File: config.mk
export PLATFORM = sky130hd
export DESIGN_NAME = systolic_feeder
export DESIGN_NICKNAME = d
export VERILOG_FILES = /design/src/rtl/tpu_pkg.sv /design/src/rtl/skew_lane_ctrl.sv /design/src/rtl/systolic_feeder.sv
export SDC_FILE = /design/constraint.sdc
export NUM_CORES = 1
export LEC_CHECK = 0
export ABC_CLOCK_PERIOD_IN_PS = 2400
export CAP_MARGIN = 20
export CORE_UTILIZATION = 35
export CTS_CLUSTER_SIZE = 25
export DETAILED_ROUTE_END_ITERATION = 16
export PLACE_DENSITY = 0.79
export SLEW_MARGIN = 40
export SYNTH_ARGS = -nofsm -noshare
export SYNTH_HDL_FRONTEND = slang
export SYNTH_SLANG_ARGS = --single-unit
File: constraint.sdc
create_clock -name clk -period 2.4 [get_ports clk]
set_input_delay 0.48 -clock clk [delete_from_list [all_inputs] [get_ports clk]]
set_output_delay 0.48 -clock clk [all_outputs]
set_load 0.01 [all_outputs]
File: src/rtl/tpu_pkg.sv
// tpu_pkg: widths and feeder state encoding shared by the memory, feeder and MAC array.
package tpu_pkg;
  localparam int DATA_WIDTH = 8;
  localparam int DIM = 4;
  typedef enum logic [1:0] {IDLE, FEED, DRAIN, DONE} feeder_state_e;
endpackage

File: src/rtl/skew_lane_ctrl.sv
// skew_lane_ctrl: maps the shared feed step onto one lane's diagonally skewed read request.
module skew_lane_ctrl #(
  parameter int LANE = 0,
  parameter int SW = 3
) (
  input  logic [SW-1:0] t,
  input  logic          stalled,
  output logic          read_enable,
  output logic [1:0]    read_elem,
  output logic          active
);
  import tpu_pkg::*;
  logic [SW-1:0] d;
  // t < LANE wraps d far above DIM-1, so one compare covers both window edges
  assign d = t - SW'(LANE);
  assign active = !stalled && d <= SW'(DIM - 1);
  assign read_enable = active;
  assign read_elem = active ? d[1:0] : 2'b0;
endmodule

File: src/rtl/systolic_feeder.sv
// systolic_feeder: streams one 4x4 tile from the operand memory into the MAC array
// with per-lane wavefront skew, then waits a drain interval before pulsing done.
module systolic_feeder #(
  parameter int DATA_WIDTH = tpu_pkg::DATA_WIDTH,
  parameter int DRAIN_CYCLES = 4
) (
  input  logic                               clk,
  input  logic                               rst_n,
  input  logic                               start,
  input  logic                               stall,
  output logic                               busy,
  output logic                               done,
  output logic [tpu_pkg::DIM-1:0]            mem_read_enable,
  output logic [2*tpu_pkg::DIM-1:0]          mem_read_elem,
  input  logic [tpu_pkg::DIM*DATA_WIDTH-1:0] mem_data,
  output logic [tpu_pkg::DIM*DATA_WIDTH-1:0] feed_data,
  output logic [tpu_pkg::DIM-1:0]            feed_valid
);
  import tpu_pkg::*;
  localparam int STEP_MAX = 2 * DIM - 2;
  localparam int SW = $clog2(STEP_MAX + 1);
  feeder_state_e state, state_d;
  logic [SW-1:0] step;
  logic [DIM-1:0] active;
  logic hold, step_last, drain_last;
  assign hold = stall || state != FEED;
  assign step_last = step == SW'(STEP_MAX);
  assign busy = state != IDLE;
  assign done = state == DONE;
  for (genvar k = 0; k < DIM; k++) begin : g_lane
    skew_lane_ctrl #(.LANE(k), .SW(SW)) u_lane (
      .t(step),
      .stalled(hold),
      .read_enable(mem_read_enable[k]),
      .read_elem(mem_read_elem[2*k +: 2]),
      .active(active[k])
    );
  end
  if (DRAIN_CYCLES > 0) begin : g_drain
    localparam int DCW = DRAIN_CYCLES > 1 ? $clog2(DRAIN_CYCLES) : 1;
    logic [DCW-1:0] cnt;
    assign drain_last = cnt == DCW'(DRAIN_CYCLES - 1);
    always_ff @(posedge clk or negedge rst_n)
      if (!rst_n) cnt <= '0;
      else if (state != DRAIN) cnt <= '0;
      else if (!stall) cnt <= cnt + 1'b1;
  end else begin : g_no_drain
    assign drain_last = 1'b1;
  end
  always_comb begin
    state_d = state;
    case (state)
      IDLE: state_d = start ? FEED : IDLE;
      FEED: state_d = (!stall && step_last) ? (DRAIN_CYCLES == 0 ? DONE : DRAIN) : FEED;
      DRAIN: state_d = (!stall && drain_last) ? DONE : DRAIN;
      DONE: state_d = IDLE;
      default: state_d = IDLE;
    endcase
  end
  always_ff @(posedge clk or negedge rst_n) begin
    if (!rst_n) begin
      state <= IDLE;
      step <= '0;
      feed_valid <= '0;
      feed_data <= '0;
    end else begin
      state <= state_d;
      step <= state != FEED ? '0 : (!stall && !step_last) ? step + 1'b1 : step;
      feed_valid <= active;
      for (int k = 0; k < DIM; k++)
        if (active[k]) feed_data[k*DATA_WIDTH +: DATA_WIDTH] <= mem_data[k*DATA_WIDTH +: DATA_WIDTH];
    end
  end
endmodule
Word-level counts from Yosys, hierarchy flattened --
Index checks and enable logic that the tools add are counted.
Operators by class: add/subtract/negate cells 5, multipliers 0, divide/modulo/power cells 0, $lt $le $gt $ge 4, equality and inequality tests 8, shifts and indexed selects 0, muxes and demuxes 12, bitwise operators 0, reductions and logical operators 14
Operators by type and width (number):
- $mux W2 | 7
- $le A3 B2 Y1 const B | 4
- $pmux W2 S4 | 1
- $logic_and A1 B1 Y1 | 7
- $eq A2 B2 Y1 const B | 3
- $mux W3 | 2
- $sub A3 B2 Y3 const B | 2
- $ne A2 B1 Y1 const B | 2
- $reduce_bool A2 Y1 | 2
- $add A3 B1 Y3 const B | 1
- $eq A3 B3 Y1 const B | 1
- $logic_not A1 Y1 | 3
- $sub A3 B1 Y3 const B | 1
- $add A2 B1 Y2 const B | 1
- $eq A2 B1 Y1 const B | 1
- $logic_not A2 Y1 | 1
- $mux W1 | 2
- $ne A2 B2 Y1 const B | 1
- $logic_or A1 B1 Y1 | 1
Storage, ports and cells: register bits 43, bits in latches 0, memory bits (writable) 0, bits in read-only memories 0, input bits 36, output and inout bits 50, logic and storage cells 51, memories 0

Depth between registers and ports, before layout --
depth in word-level cells 5, gate-level depth with buffers 7, gate-level depth less buffers 5

Hierarchy --
From an unflattened synthesis, not the netlist that was laid out.
Second synthesis, totals: cell total of the unflattened synthesis 144, area total of the unflattened synthesis 1928.1 sq um
Modules (own cells, without submodules):
- systolic_feeder | instances 1, cells an instance 110, area an instance 1691.6 sq um, sequential area each 1076.0 sq um
- skew_lane_ctrl at g_lane[1].u_lane | instances 1, cells an instance 12, area an instance 78.8 sq um, sequential area each 0.0 sq um
- skew_lane_ctrl at g_lane[3].u_lane | instances 1, cells an instance 11, area an instance 75.1 sq um, sequential area each 0.0 sq um
- skew_lane_ctrl at g_lane[2].u_lane | instances 1, cells an instance 7, area an instance 56.3 sq um, sequential area each 0.0 sq um
- skew_lane_ctrl at g_lane[0].u_lane | instances 1, cells an instance 4, area an instance 26.3 sq um, sequential area each 0.0 sq um

Worst setup path after synthesis --
Ideal clock, no wire load.
path kind reg2out, from register step[0], to output port mem_read_enable[1] (netlist bit), arrival 1.752 ns, data required time 1.920 ns, path slack 0.168 ns, stages on the path, launching flop included 7, path buffers 2, cell sequence dfrtp_1 clkbuf_1 inv_1 ha_1 nor3_1 nor3_4 buf_4
Between the ends: word-level cells in the longest chain between the ends 3
RTL lines:
- start: declaration | RTL line systolic_feeder.sv:23 | logic [SW-1:0] step;
- start signal: assignment | RTL line systolic_feeder.sv:68 | step <= state != FEED ? '0 : (!stall && !step_last) ? step + 1'b1 : step;
- $sub A3 B1 Y3 | RTL line skew_lane_ctrl.sv:15 | assign d = t - SW'(LANE);
- $le A3 B2 Y1 | RTL line skew_lane_ctrl.sv:16 | assign active = !stalled && d <= SW'(DIM - 1);
- $logic_and A1 B1 Y1 | RTL line skew_lane_ctrl.sv:16
- end: declaration | RTL line systolic_feeder.sv:13 | output logic [tpu_pkg::DIM-1:0] mem_read_enable,
Every way passes these cells.

Worst setup path in the final report --
from input port stall, to output port mem_read_elem[3] (netlist bit)
Between the ends: word-level cells in the longest chain between the ends 4
RTL lines:
- start: declaration | RTL line systolic_feeder.sv:10 | input logic stall,
- $logic_or A1 B1 Y1 | RTL line systolic_feeder.sv:26 | assign hold = stall || state != FEED;
- $logic_not A1 Y1 | RTL line skew_lane_ctrl.sv:16
- $logic_and A1 B1 Y1 | RTL line skew_lane_ctrl.sv:16
- $mux W2 | RTL line skew_lane_ctrl.sv:18 | assign read_elem = active ? d[1:0] : 2'b0;
- end: declaration | RTL line systolic_feeder.sv:14 | output logic [2*tpu_pkg::DIM-1:0] mem_read_elem,
Every way passes these cells.

==> impl_metrics.env <==
export IMPL_power_density_nw_per_um2=1350
export IMPL_p_leak_nw=1.33
export IMPL_async_flop_share_pct=100
export IMPL_worst_setup_path_end_kind="output port"
export IMPL_power_frac_seq_pct=30.1
export IMPL_syn_to_final_growth_pct=61.4
export IMPL_timing_final_crit_share_pct=98.2
export IMPL_reg2regPathDepth=6
export IMPL_cts_sinks=43
export IMPL_syn_inst=138
export IMPL_firstDrtPassIters=4
export IMPL_r2r_end="feed_data[18]$_DFFE_PN0P_"
export IMPL_avgRoutedWirePerCell_um=13.4
export IMPL_fin_nets=289
export IMPL_fp_dieH_um=75.6
export IMPL_maxCapViolations=0
export IMPL_cts_buffers=5
export IMPL_grt_max_degree=19
export IMPL_clock_path_buffers=2
export IMPL_setup_viol_count_final=0
export IMPL_final_hold_viol_count=0
export IMPL_path_class="in2out"
export IMPL_pwr_share_clk_pct=10.0
export IMPL_min_period_ns=2.36
export IMPL_rows=26
export IMPL_worstPathRequired_ns=1.92
export IMPL_synth_edf_count=0
export IMPL_synth_cell_types=28
export IMPL_critPathLaunchType="primary input"
export IMPL_num_antenna_cells=0
export IMPL_path_clk_slew_ns=0.07
export IMPL_max_slew_margin_pct=67.7
export IMPL_synth_area_sq_um=1900
export IMPL_syn_area_per_cell_sq_um=13.8
export IMPL_worstPathMaxFanout=4
export IMPL_peakVddDrop_mv=0.652
export IMPL_rsz0062_at_grt="true"
export IMPL_p_total_mw=4.13
export IMPL_first_global_vias=1461
export IMPL_drv_slew=0
export IMPL_crit_end="mem_read_elem[3]"
export IMPL_hpwl_um=3120
export IMPL_grt_use_total_pct=15.8
export IMPL_io_pins=86
export IMPL_worst_clock_skew_ns=0.00410
export IMPL_root_buffer="clkbuf_8"
export IMPL_drc=0
export IMPL_startpoint="stall"
export IMPL_port_buffers=85
export IMPL_clk_latency_ns=0.28
export IMPL_switchingPower_mw=1.40
export IMPL_pwr_share_comb_pct=60.0
export IMPL_synth_seq_cells=43
export IMPL_fmax_mhz=424
export IMPL_yosysSeqAreaShare_pct=56.7
export IMPL_ys_warn_count=0
export IMPL_initial_core_util_pct=36.7
export IMPL_synth_net_count=183
export IMPL_worstReg2RegStart="step[1]$_DFFE_PN0P_"
export IMPL_cts_tree="built"
export IMPL_status="finished clean"
export IMPL_grt_overflow=0
export IMPL_drt_wl_total_um=4200
export IMPL_grt_pass1_wl_um=6600
export IMPL_worst_pin_slew_ns=0.483
export IMPL_coreArea_sq_um=5170
export IMPL_synth_top_flop_cell="dfrtp_1"
export IMPL_tns_ns=0
export IMPL_final_antenna_net_count=0
export IMPL_r2r_setup_slack_ns=0.45
export IMPL_swShare_pct=33.9
export IMPL_die_area_sq_um=5720
export IMPL_antenna_found_initial=0
export IMPL_fp_dieW_um=75.6
export IMPL_holdCritPathClass="in2async"
export IMPL_vias_per_cell=4.49
export IMPL_internal_power_mw=2.73
export IMPL_routabilityCongestion=0.815
export IMPL_drt_iter0_drc=13
export IMPL_vias=1405
export IMPL_drive_gt1_share_pct=33.3
export IMPL_htree_levels=2
export IMPL_critical_path_arrival_ns=1.88
==> kinds of logic (layout without fill, tap and decap cells) <==
kind of cell	after synthesis	count (layout)	share of synthesized area, %
buffers and inverters	16	121	4.88
DFF	43	43	56.7
and+or+nand+nor	23	23	7.12
adders and majority gates	9	9	5.93
AOI/OAI and AO/OA	10	10	3.96
muxes	34	34	20.0
xor gates and xnor gates	3	3	1.38
==> through the flow <==
| stage | hold WS (ns) | util, % | cells | worst slack (ns) | instance area [sq um] |
|---|---|---|---|---|---|
| after global routing | 0.146 | 59.2 | 313 | -0.0453 | 3060 |
| after detailed placement | 0.439 | 56.3 | 303 | -0.627 | 2910 |
| after CTS | 0.125 | 58.7 | 311 | 0.00176 | 3040 |
| after floorplan | 0.184 | - | 138 | 0.168 | 1900 |
| final | 0.118 | 59.2 | 313 | 0.0423 | 3060 |
| after global placement | 0.435 | 56.3 | 303 | -0.585 | 2910 |
==> area by class of cell <==
cell class	count	area [sq um]
Clock buffer	6	72.6
Fill cell	423	2110
Inverter	6	25.0
Tap cell	70	87.6
Multi-Input combinational cell	79	802
Sequential cell	43	1080
Timing Repair Buffer	109	1000
==> power groups by stage <==
stage	Sequential, mW	Combinational, mW	Clock, mW
2_1_floorplan	1.40	0.995	0
3_3_place_gp	1.24	2.30	0
3_5_place_dp	1.25	2.33	0
4_1_cts	1.24	2.42	0.426
5_1_grt	1.29	2.69	0.452
6_report	1.24	2.48	0.412
==> cells in the mapped netlist, types with 2 or more instances <==
library cell  count  area share [%]
xor2_1            2            0.92
dfrtp_1          43              57
a21oi_1           3            0.79
nor2_1            7             1.4
nor4_1            2            0.66
mux2i_1           2             1.1
o21ai_0           2            0.53
mux2_2           31              18
ha_1              9             5.9
and2_1            5             1.6
nand2b_1          4             1.3
buf_4             6             2.4
buf_2             2            0.53
inv_1             6             1.2
==> worst max-delay path, stage by stage <==
cell           delay [ns]
dlygate4sd2_1        0.25
or3b_4               0.43
buf_4                0.17
buf_4                0.14
nor4_2               0.24
buf_2                0.17
==> metal layers <==
| layer | track usage, % | up-vias | part of all wire (%) |
|---|---|---|---|
| met5 | 0 | - | 0 |
| met4 | 6.17 | 0 | 1.3 |
| met3 | 5.69 | 7 | 8.3 |
| met2 | 26.1 | 58 | 48 |
| met1 | 19.0 | 666 | 43 |
| li1 | - | 674 | - |
==> what timing repair did <==
item	CTS	global route
endpoints found under the setup margin	12	11
pin swaps	5	2
buffers inserted	2	2
gates resized for setup	34	12
hold buffers	0	0
==> flip-flops by register name, indices dropped and copies added, names as in the netlist, named ones only <==
register and cells:
feed_valid 4, feed_data 32, step 3, g_drain.cnt 2, state 1
==> placed cells by master (no fill, tap or decap), types with 2 or more instances in the layout <==
master,count
a21oi_1,3
inv_1,4
clkdlybuf4s15_1,3
mux2i_1,2
nor3_4,2
xor2_1,2
dlygate4sd2_1,3
buf_4,24
ha_4,2
and2_1,5
mux2_2,31
clkdlybuf4s50_1,71
dfrtp_1,43
buf_2,3
nor4_2,2
nand2b_1,4
clkdlybuf4s15_2,2
clkbuf_8,5
o21ai_0,2
ha_1,6
nor2_1,7
clkbuf_2,3
==> how the worst min path moves through the flow <==
stage | cells past startpoint | endpoint | slack (ns) | startpoint
floorplan | 0 | asynchronous set/reset pin | 0.18 | rst_n
global placement | 1 | feed_data[28]$_DFFE_PN0P_ | 0.44 | rst_n
detailed placement | 1 | feed_data[24]$_DFFE_PN0P_ | 0.44 | rst_n
CTS | 1 | feed_data[24]$_DFFE_PN0P_ | 0.12 | rst_n
global route | 1 | feed_data[24]$_DFFE_PN0P_ | 0.15 | rst_n
finish | 1 | feed_data[24]$_DFFE_PN0P_ | 0.12 | rst_n
(Power assumes the default switching activity.)
